==> config.mk <==
export PLATFORM = sky130hd
export DESIGN_NAME = cfu_issue
export DESIGN_NICKNAME = d
export VERILOG_FILES = /design/src/rtl/cfu_issue_pkg.sv /design/src/rtl/cfu_issue_watchdog.sv /design/src/rtl/cfu_issue.sv
export SDC_FILE = /design/constraint.sdc
export NUM_CORES = 1
export LEC_CHECK = 0
export CAP_MARGIN = 20
export CELL_PAD_IN_SITES_DETAIL_PLACEMENT = 0
export CELL_PAD_IN_SITES_GLOBAL_PLACEMENT = 1
export CORE_MARGIN = 2
export CORE_UTILIZATION = 33
export CTS_BUF_LIST = sky130_fd_sc_hd__clkbuf_4
export DETAILED_ROUTE_END_ITERATION = 6
export MAX_ROUTING_LAYER = met4
export PLACE_DENSITY = 0.89
export SLEW_MARGIN = 25
export SYNTH_ARGS = -nofsm -noshare
export SYNTH_HDL_FRONTEND = slang
export SYNTH_SLANG_ARGS = --single-unit
export TNS_END_PERCENT = 5
==> constraint.sdc <==
create_clock -name clk_i -period 4.6 [get_ports clk_i]
set_input_delay 0.92 -clock clk_i [delete_from_list [all_inputs] [get_ports clk_i]]
set_output_delay 0.92 -clock clk_i [all_outputs]
set_load 0.03 [all_outputs]
==> src/rtl/cfu_issue_pkg.sv <==
// ---------------------------------------------------------------------------
// cfu_issue_pkg
//   Shared definitions for the CFU issue block: datapath widths of the CFU
//   port and the issue FSM state encoding.
//   Contents:
//     XLEN            register / operand / result width
//     CFU_CTRL_WIDTH  width of the funct (ctrl) field sent to the CFU
//     state_e         issue FSM states (IDLE=0, WAIT=1, DONE=2)
// ---------------------------------------------------------------------------
package cfu_issue_pkg;

   localparam int XLEN           = 32;
   localparam int CFU_CTRL_WIDTH = 10;

   typedef enum logic [1:0] {
      ST_IDLE = 2'd0,
      ST_WAIT = 2'd1,
      ST_DONE = 2'd2
   } state_e;

endpackage

==> src/rtl/cfu_issue_watchdog.sv <==
// ---------------------------------------------------------------------------
// cfu_watchdog
//   Counts consecutive CFU-stall cycles of one operation and flags expiry
//   when the count has reached TIMEOUT-1 and the CFU is still stalled.
//   TIMEOUT = 0 disables the watchdog (expire_o never asserts).
//   Ports:
//     clk_i     clock
//     rst_i     synchronous reset, active-high
//     clear_i   restart counting (new operation accepted)
//     enable_i  this cycle is a stalled WAIT cycle that may advance state
//     expire_o  abort the operation this cycle (combinational)
// ---------------------------------------------------------------------------
module cfu_watchdog #(
   parameter int TIMEOUT = 256
) (
   input  logic clk_i,
   input  logic rst_i,
   input  logic clear_i,
   input  logic enable_i,
   output logic expire_o
);

   // Keep at least one bit so a disabled watchdog still elaborates cleanly.
   localparam int            CW     = (TIMEOUT > 0) ? $clog2(TIMEOUT + 1) : 1;
   localparam int            LAST_I = (TIMEOUT > 0) ? TIMEOUT - 1 : 0;
   localparam logic [CW-1:0] LAST   = CW'(LAST_I);

   logic [CW-1:0] cnt_q;
   logic [CW-1:0] cnt_d;

   always_comb begin
      cnt_d    = cnt_q;
      expire_o = 1'b0;
      if (clear_i) begin
         cnt_d = '0;
      end else if (enable_i && (TIMEOUT != 0)) begin
         // Counter stops at LAST: the op leaves WAIT in the expiring cycle.
         if (cnt_q == LAST) begin
            expire_o = 1'b1;
         end else begin
            cnt_d = cnt_q + 1'b1;
         end
      end
   end

   always_ff @(posedge clk_i) begin
      if (rst_i) begin
         cnt_q <= '0;
      end else begin
         cnt_q <= cnt_d;
      end
   end

endmodule

==> src/rtl/cfu_issue.sv <==
// ---------------------------------------------------------------------------
// cfu_issue
//   CPU-side initiator for the CFU port. Takes one custom-instruction request
//   from execute, registers its operands, issues them to the CFU, holds them
//   while the CFU stalls, captures the result and hands it to writeback.
//   A watchdog aborts a CFU that stalls too long (response err=1, rslt=0).
//   Ports:
//     clk_i, rst_i                 clock, synchronous active-high reset
//     stall_i                      global pipeline stall, freezes the block
//     req_valid_i/req_ready_o      request handshake from execute
//     req_ctrl_i, req_src1/2_i     op funct bits and operands
//     rsp_valid_o/rsp_ready_i      response handshake to writeback
//     rsp_rslt_o, rsp_err_o        result and watchdog-abort flag
//     cfu_valid_o, cfu_ctrl_o,
//     cfu_src1_o, cfu_src2_o       request side of the CFU port
//     cfu_stall_o                  copy of stall_i for the CFU
//     cfu_stall_i, cfu_rslt_i      CFU not-ready flag and result
//     busy_cnt_o                   saturating count of non-IDLE cycles
// ---------------------------------------------------------------------------
module cfu_issue
   import cfu_issue_pkg::*;
#(
   parameter int TIMEOUT = 256,
   parameter int CNT_W   = 32
) (
   input  logic                      clk_i,
   input  logic                      rst_i,
   input  logic                      stall_i,
   input  logic                      req_valid_i,
   output logic                      req_ready_o,
   input  logic [CFU_CTRL_WIDTH-1:0] req_ctrl_i,
   input  logic [XLEN-1:0]           req_src1_i,
   input  logic [XLEN-1:0]           req_src2_i,
   output logic                      rsp_valid_o,
   input  logic                      rsp_ready_i,
   output logic [XLEN-1:0]           rsp_rslt_o,
   output logic                      rsp_err_o,
   output logic                      cfu_valid_o,
   output logic [CFU_CTRL_WIDTH-1:0] cfu_ctrl_o,
   output logic [XLEN-1:0]           cfu_src1_o,
   output logic [XLEN-1:0]           cfu_src2_o,
   output logic                      cfu_stall_o,
   input  logic                      cfu_stall_i,
   input  logic [XLEN-1:0]           cfu_rslt_i,
   output logic [CNT_W-1:0]          busy_cnt_o
);

   state_e                      state_q, state_d;
   logic [CFU_CTRL_WIDTH-1:0]   ctrl_q, ctrl_d;
   logic [XLEN-1:0]             src1_q, src1_d;
   logic [XLEN-1:0]             src2_q, src2_d;
   logic [XLEN-1:0]             rslt_q, rslt_d;
   logic                        err_q, err_d;
   logic [CNT_W-1:0]            busy_q, busy_d;

   logic accept;
   logic wd_enable;
   logic wd_expire;

   // Ready is a function of state and stall_i only, so execute never sees
   // a path from its own valid back into ready.
   assign req_ready_o = (state_q == ST_IDLE) && !stall_i;
   assign accept      = req_valid_i && req_ready_o;

   // Only stalled WAIT cycles that are not frozen by stall_i count.
   assign wd_enable   = (state_q == ST_WAIT) && cfu_stall_i && !stall_i;

   cfu_watchdog #(
      .TIMEOUT (TIMEOUT)
   ) u_wdog (
      .clk_i    (clk_i),
      .rst_i    (rst_i),
      .clear_i  (accept),
      .enable_i (wd_enable),
      .expire_o (wd_expire)
   );

   always_comb begin
      state_d = state_q;
      ctrl_d  = ctrl_q;
      src1_d  = src1_q;
      src2_d  = src2_q;
      rslt_d  = rslt_q;
      err_d   = err_q;
      busy_d  = busy_q;

      case (state_q)
         ST_IDLE: begin
            if (accept) begin
               ctrl_d  = req_ctrl_i;
               src1_d  = req_src1_i;
               src2_d  = req_src2_i;
               state_d = ST_WAIT;
            end
         end
         ST_WAIT: begin
            // While frozen, a CFU completion is left for the next cycle.
            if (!stall_i) begin
               if (!cfu_stall_i) begin
                  rslt_d  = cfu_rslt_i;
                  err_d   = 1'b0;
                  state_d = ST_DONE;
               end else if (wd_expire) begin
                  rslt_d  = '0;
                  err_d   = 1'b1;
                  state_d = ST_DONE;
               end
            end
         end
         ST_DONE: begin
            // Always pass through IDLE so a new op starts a cycle later.
            if (rsp_ready_i && !stall_i) begin
               state_d = ST_IDLE;
            end
         end
         default: begin
            state_d = ST_IDLE;
         end
      endcase

      // Benchmark counter keeps running through stall_i.
      if ((state_q != ST_IDLE) && (busy_q != '1)) begin
         busy_d = busy_q + 1'b1;
      end
   end

   always_ff @(posedge clk_i) begin
      if (rst_i) begin
         state_q <= ST_IDLE;
         ctrl_q  <= '0;
         src1_q  <= '0;
         src2_q  <= '0;
         rslt_q  <= '0;
         err_q   <= 1'b0;
         busy_q  <= '0;
      end else begin
         state_q <= state_d;
         ctrl_q  <= ctrl_d;
         src1_q  <= src1_d;
         src2_q  <= src2_d;
         rslt_q  <= rslt_d;
         err_q   <= err_d;
         busy_q  <= busy_d;
      end
   end

   assign cfu_valid_o = (state_q == ST_WAIT);
   assign cfu_ctrl_o  = ctrl_q;
   assign cfu_src1_o  = src1_q;
   assign cfu_src2_o  = src2_q;
   assign cfu_stall_o = stall_i;

   assign rsp_valid_o = (state_q == ST_DONE);
   assign rsp_rslt_o  = rslt_q;
   assign rsp_err_o   = err_q;

   assign busy_cnt_o  = busy_q;

endmodule

==> out/results.ini <==
[yosys]
synthTopCellsByArea = dfxtp_1, nand2_1, a21oi_1
synth_ff_type = dfxtp_1
synth_nets = 805
synth_area_mm2 = 0.00584
synth_cell_types = 51
yosysTopAreaCell = dfxtp_1
synth-seq-area-share = 0.514
synth_edf_count = 0
synth_top_area_frac = 0.514
yosys_register_bits = 150
synthCells = 690
yosys_warnings = 0
syn_area_per_cell_um2 = 8.46
synthArstFlopShare = 0

[sta]
clock.fmax_mhz = 300
slew_headroom = 0.394
setup_tns_ns = 0
final.setup_skew_ns = 0.0256
drv_slew = 0
setup_viol = 0
hold_viol_final = 0
post-route-period-util = 0.724
grt_setup_unrepaired = no
fin_crit_ns = 3.33
tightestPinTransition_ns = 0.909

[floorplanning]
dieArea_mm2 = 0.0188
core_mm2 = 0.0173
die_x_um = 137
initial_core_util = 0.338
ioPinCount = 255
die_y_um = 137
row_count = 48

[clocking]
clock_latency_ns = 0.55
clock-sinks = 150
cts_setup_buffers = 0
clock-root-buffer = clkbuf_4
ctsLongestPathBuffers = 2
holdBufCountCts = 0
cts_tree = built
clkTransAtPathRegs_ns = 0.11
cts_made_buffers = 17
htree_levels = 4
cts_resized = 0

[worst_setup_path]
crit_start = stall_i
crit_fanout = 6
reg2reg_depth = 6
path_class = input pin to output port
timing.rr.end = busy_cnt_o[14]$_SDFFE_PP0P_
worstReg2RegStart = busy_cnt_o[0]$_SDFFE_PP0P_
worstSetupPathDepth = 2
cp_cell_sequence = clkdlybuf4s50_1 -> clkdlybuf4s50_1
cp-endpoint = cfu_stall_o
critical_path.endpoint_type = output port
arrival_ns = 2.41
max_stage_delay_ns = 0.77
crit_path_top_delay_cell = clkdlybuf4s50_1
reg2reg_slack_ns = 2.06
crit_path_frequent_cell = clkdlybuf4s50_1
crit_path_start_kind = input pin
cpLargestDelayFamily = buffers and inverters
cp.required_ns = 3.68
crit_buf_inv = 2

[finish]
area_growth_pct = 51.0
fin_nets = 1040
multi_input_area_mm2 = 0.00263
n_fill_cell = 1685
seq_area_mm2 = 0.00300
fin_cells = 1164
drive_gt1_frac = 0.0597

[route]
first_pass_iters = 5
drt-vias-per-instance = 4.82
detailroute.via_count = 5615
detail-route-antenna-nets = 0
finalWirelength_um = 17700
drc = 0
dr.first_iter.drc_count = 332
wl_per_cell_um = 15.2

[global_routing]
use_met2 = 0.294
grt_pass1_wl_um = 27100
grt_max_degree = 87
met1_usage = 0.234
grtUsageTotal = 0.189
grt_pass1_vias = 5256
antenna_found_initial = 1
grt-ovfl-total = 0
globalRoute.busiestLayer = met2
met3_usage = 0.0574

[placed_design]
place.gp.congestion = 0.791
dpl.hpwl_um = 12200
placed_cells = 1131
io_buffers = 254

[flow_run]
cap_violations = 0

[power]
powerDensity_mw_per_mm2 = 293
total_power_mw = 2.58
p_leak_nw = 3.05
peakVddDrop_v = 0.000192

[outcome]
status = finished clean

[hold_path]
hold_path.class = flop to flop

==> power breakdown <==
group,internal [mW],leakage (nW),total (mW),switching [mW]
clock network,0.333,0.152,0.833,0.500
logic,0.184,1.68,0.391,0.206
registers,1.34,1.22,1.36,0.0222
==> cell usage in the layout, fill, tap and decap left out, types with 3 or more instances in the layout <==
cell               n
nand3_1           13
a22oi_1           32
clkinv_4           5
or4_1             11
mux2_2             3
nor4_1             3
nor2b_1            8
o21ai_0            5
a211oi_1           3
ha_1               3
nand2_1          164
clkbuf_4          18
a21oi_1           96
buf_4              6
inv_6              3
and4_1             6
xor2_1             8
inv_1              5
o31ai_1           10
xnor2_1            6
and3_1             7
nand4_1           12
or3_1              5
dfxtp_1          150
nor3_1             4
nand4_2            3
nor2_1            58
clkdlybuf4s50_1  253
==> area by class of cell <==
| type | count | share of cell area |
|---|---|---|
| clock buffer | 18 | 0.0153 |
| tap | 225 | 0.0319 |
| inverter | 5 | 0.00213 |
| multi-input combinational | 491 | 0.299 |
| clock inverter | 14 | 0.0170 |
| antenna | 1 | 0.000284 |
| timing repair buffer | 260 | 0.294 |
| sequential | 150 | 0.340 |
==> worst min path at each step <==
stage / startpoint / end / slack (ns) / cells after the start
after floorplan: u_wdog.cnt_q[5]$_SDFFE_PP0P_ / u_wdog.cnt_q[5]$_SDFFE_PP0P_ / 0.45 / 2
after global placement: cfu_src2_o[20]$_SDFFE_PP0P_ / cfu_src2_o[20]$_SDFFE_PP0P_ / 0.44 / 2
after detailed placement: cfu_src2_o[5]$_SDFFE_PP0P_ / cfu_src2_o[5]$_SDFFE_PP0P_ / 0.45 / 2
after CTS: cfu_src1_o[0]$_SDFFE_PP0P_ / cfu_src1_o[0]$_SDFFE_PP0P_ / 0.46 / 2
after global routing: cfu_src1_o[3]$_SDFFE_PP0P_ / cfu_src1_o[3]$_SDFFE_PP0P_ / 0.48 / 2
final: cfu_src2_o[17]$_SDFFE_PP0P_ / cfu_src2_o[17]$_SDFFE_PP0P_ / 0.46 / 2
==> per-stage QoR <==
| stage | area [µm²] | util | hold slack (ns) | setup WS (ns) |
|---|---|---|---|---|
| finish | 8820 | 0.510 | 0.461 | 1.27 |
| detailed placement | 8530 | 0.493 | 0.446 | 1.25 |
| global route | 8820 | 0.510 | 0.479 | 1.22 |
| global placement | 8530 | 0.493 | 0.441 | 1.24 |
| CTS | 8820 | 0.510 | 0.463 | 1.24 |
| floorplan | 5840 | - | 0.454 | 2.28 |
==> registers in the layout (all words and copies together) (netlist names) <==
name and count:
busy_cnt_o 32, cfu_ctrl_o 10, cfu_src1_o 32, cfu_src2_o 32, rsp_err_o 1, rsp_rslt_o 32, state_q 2, u_wdog.cnt_q 9
==> Yosys cell counts (7+ instances only) <==
library cell / number
dfxtp_1: 150
o31ai_1: 10
a22oi_1: 32
nand3_1: 13
a21oi_1: 96
nand4_1: 12
nor2_1: 58
or4_1: 11
nand2_1: 165
xor2_1: 8
clkbuf_1: 38
and3_1: 7
nor2b_1: 8
==> cells by family (layout without fill, tap and decap cells) <==
kind of cell / count (synthesis) / in the layout / synth area share
buffers and inverters: 49 / 297 / 0.0362
other: 0 / 1 / 0
AO/OA/AOI/OAI: 158 / 158 / 0.161
AND/OR/NAND/NOR: 310 / 310 / 0.249
multiplexers: 6 / 6 / 0.0118
adder cells (fa/ha/maj): 3 / 3 / 0.00643
XOR/XNOR: 14 / 14 / 0.0210
flip-flops: 150 / 150 / 0.514
==> per-layer routing <==
metal | part of all wire | wire [µm]
met1 | 0.44 | 7740
met2 | 0.48 | 8490
met5 | 0 | 0
met4 | 0.016 | 283
met3 | 0.065 | 1160
Note: power is estimated with default switching activity, not from simulation.
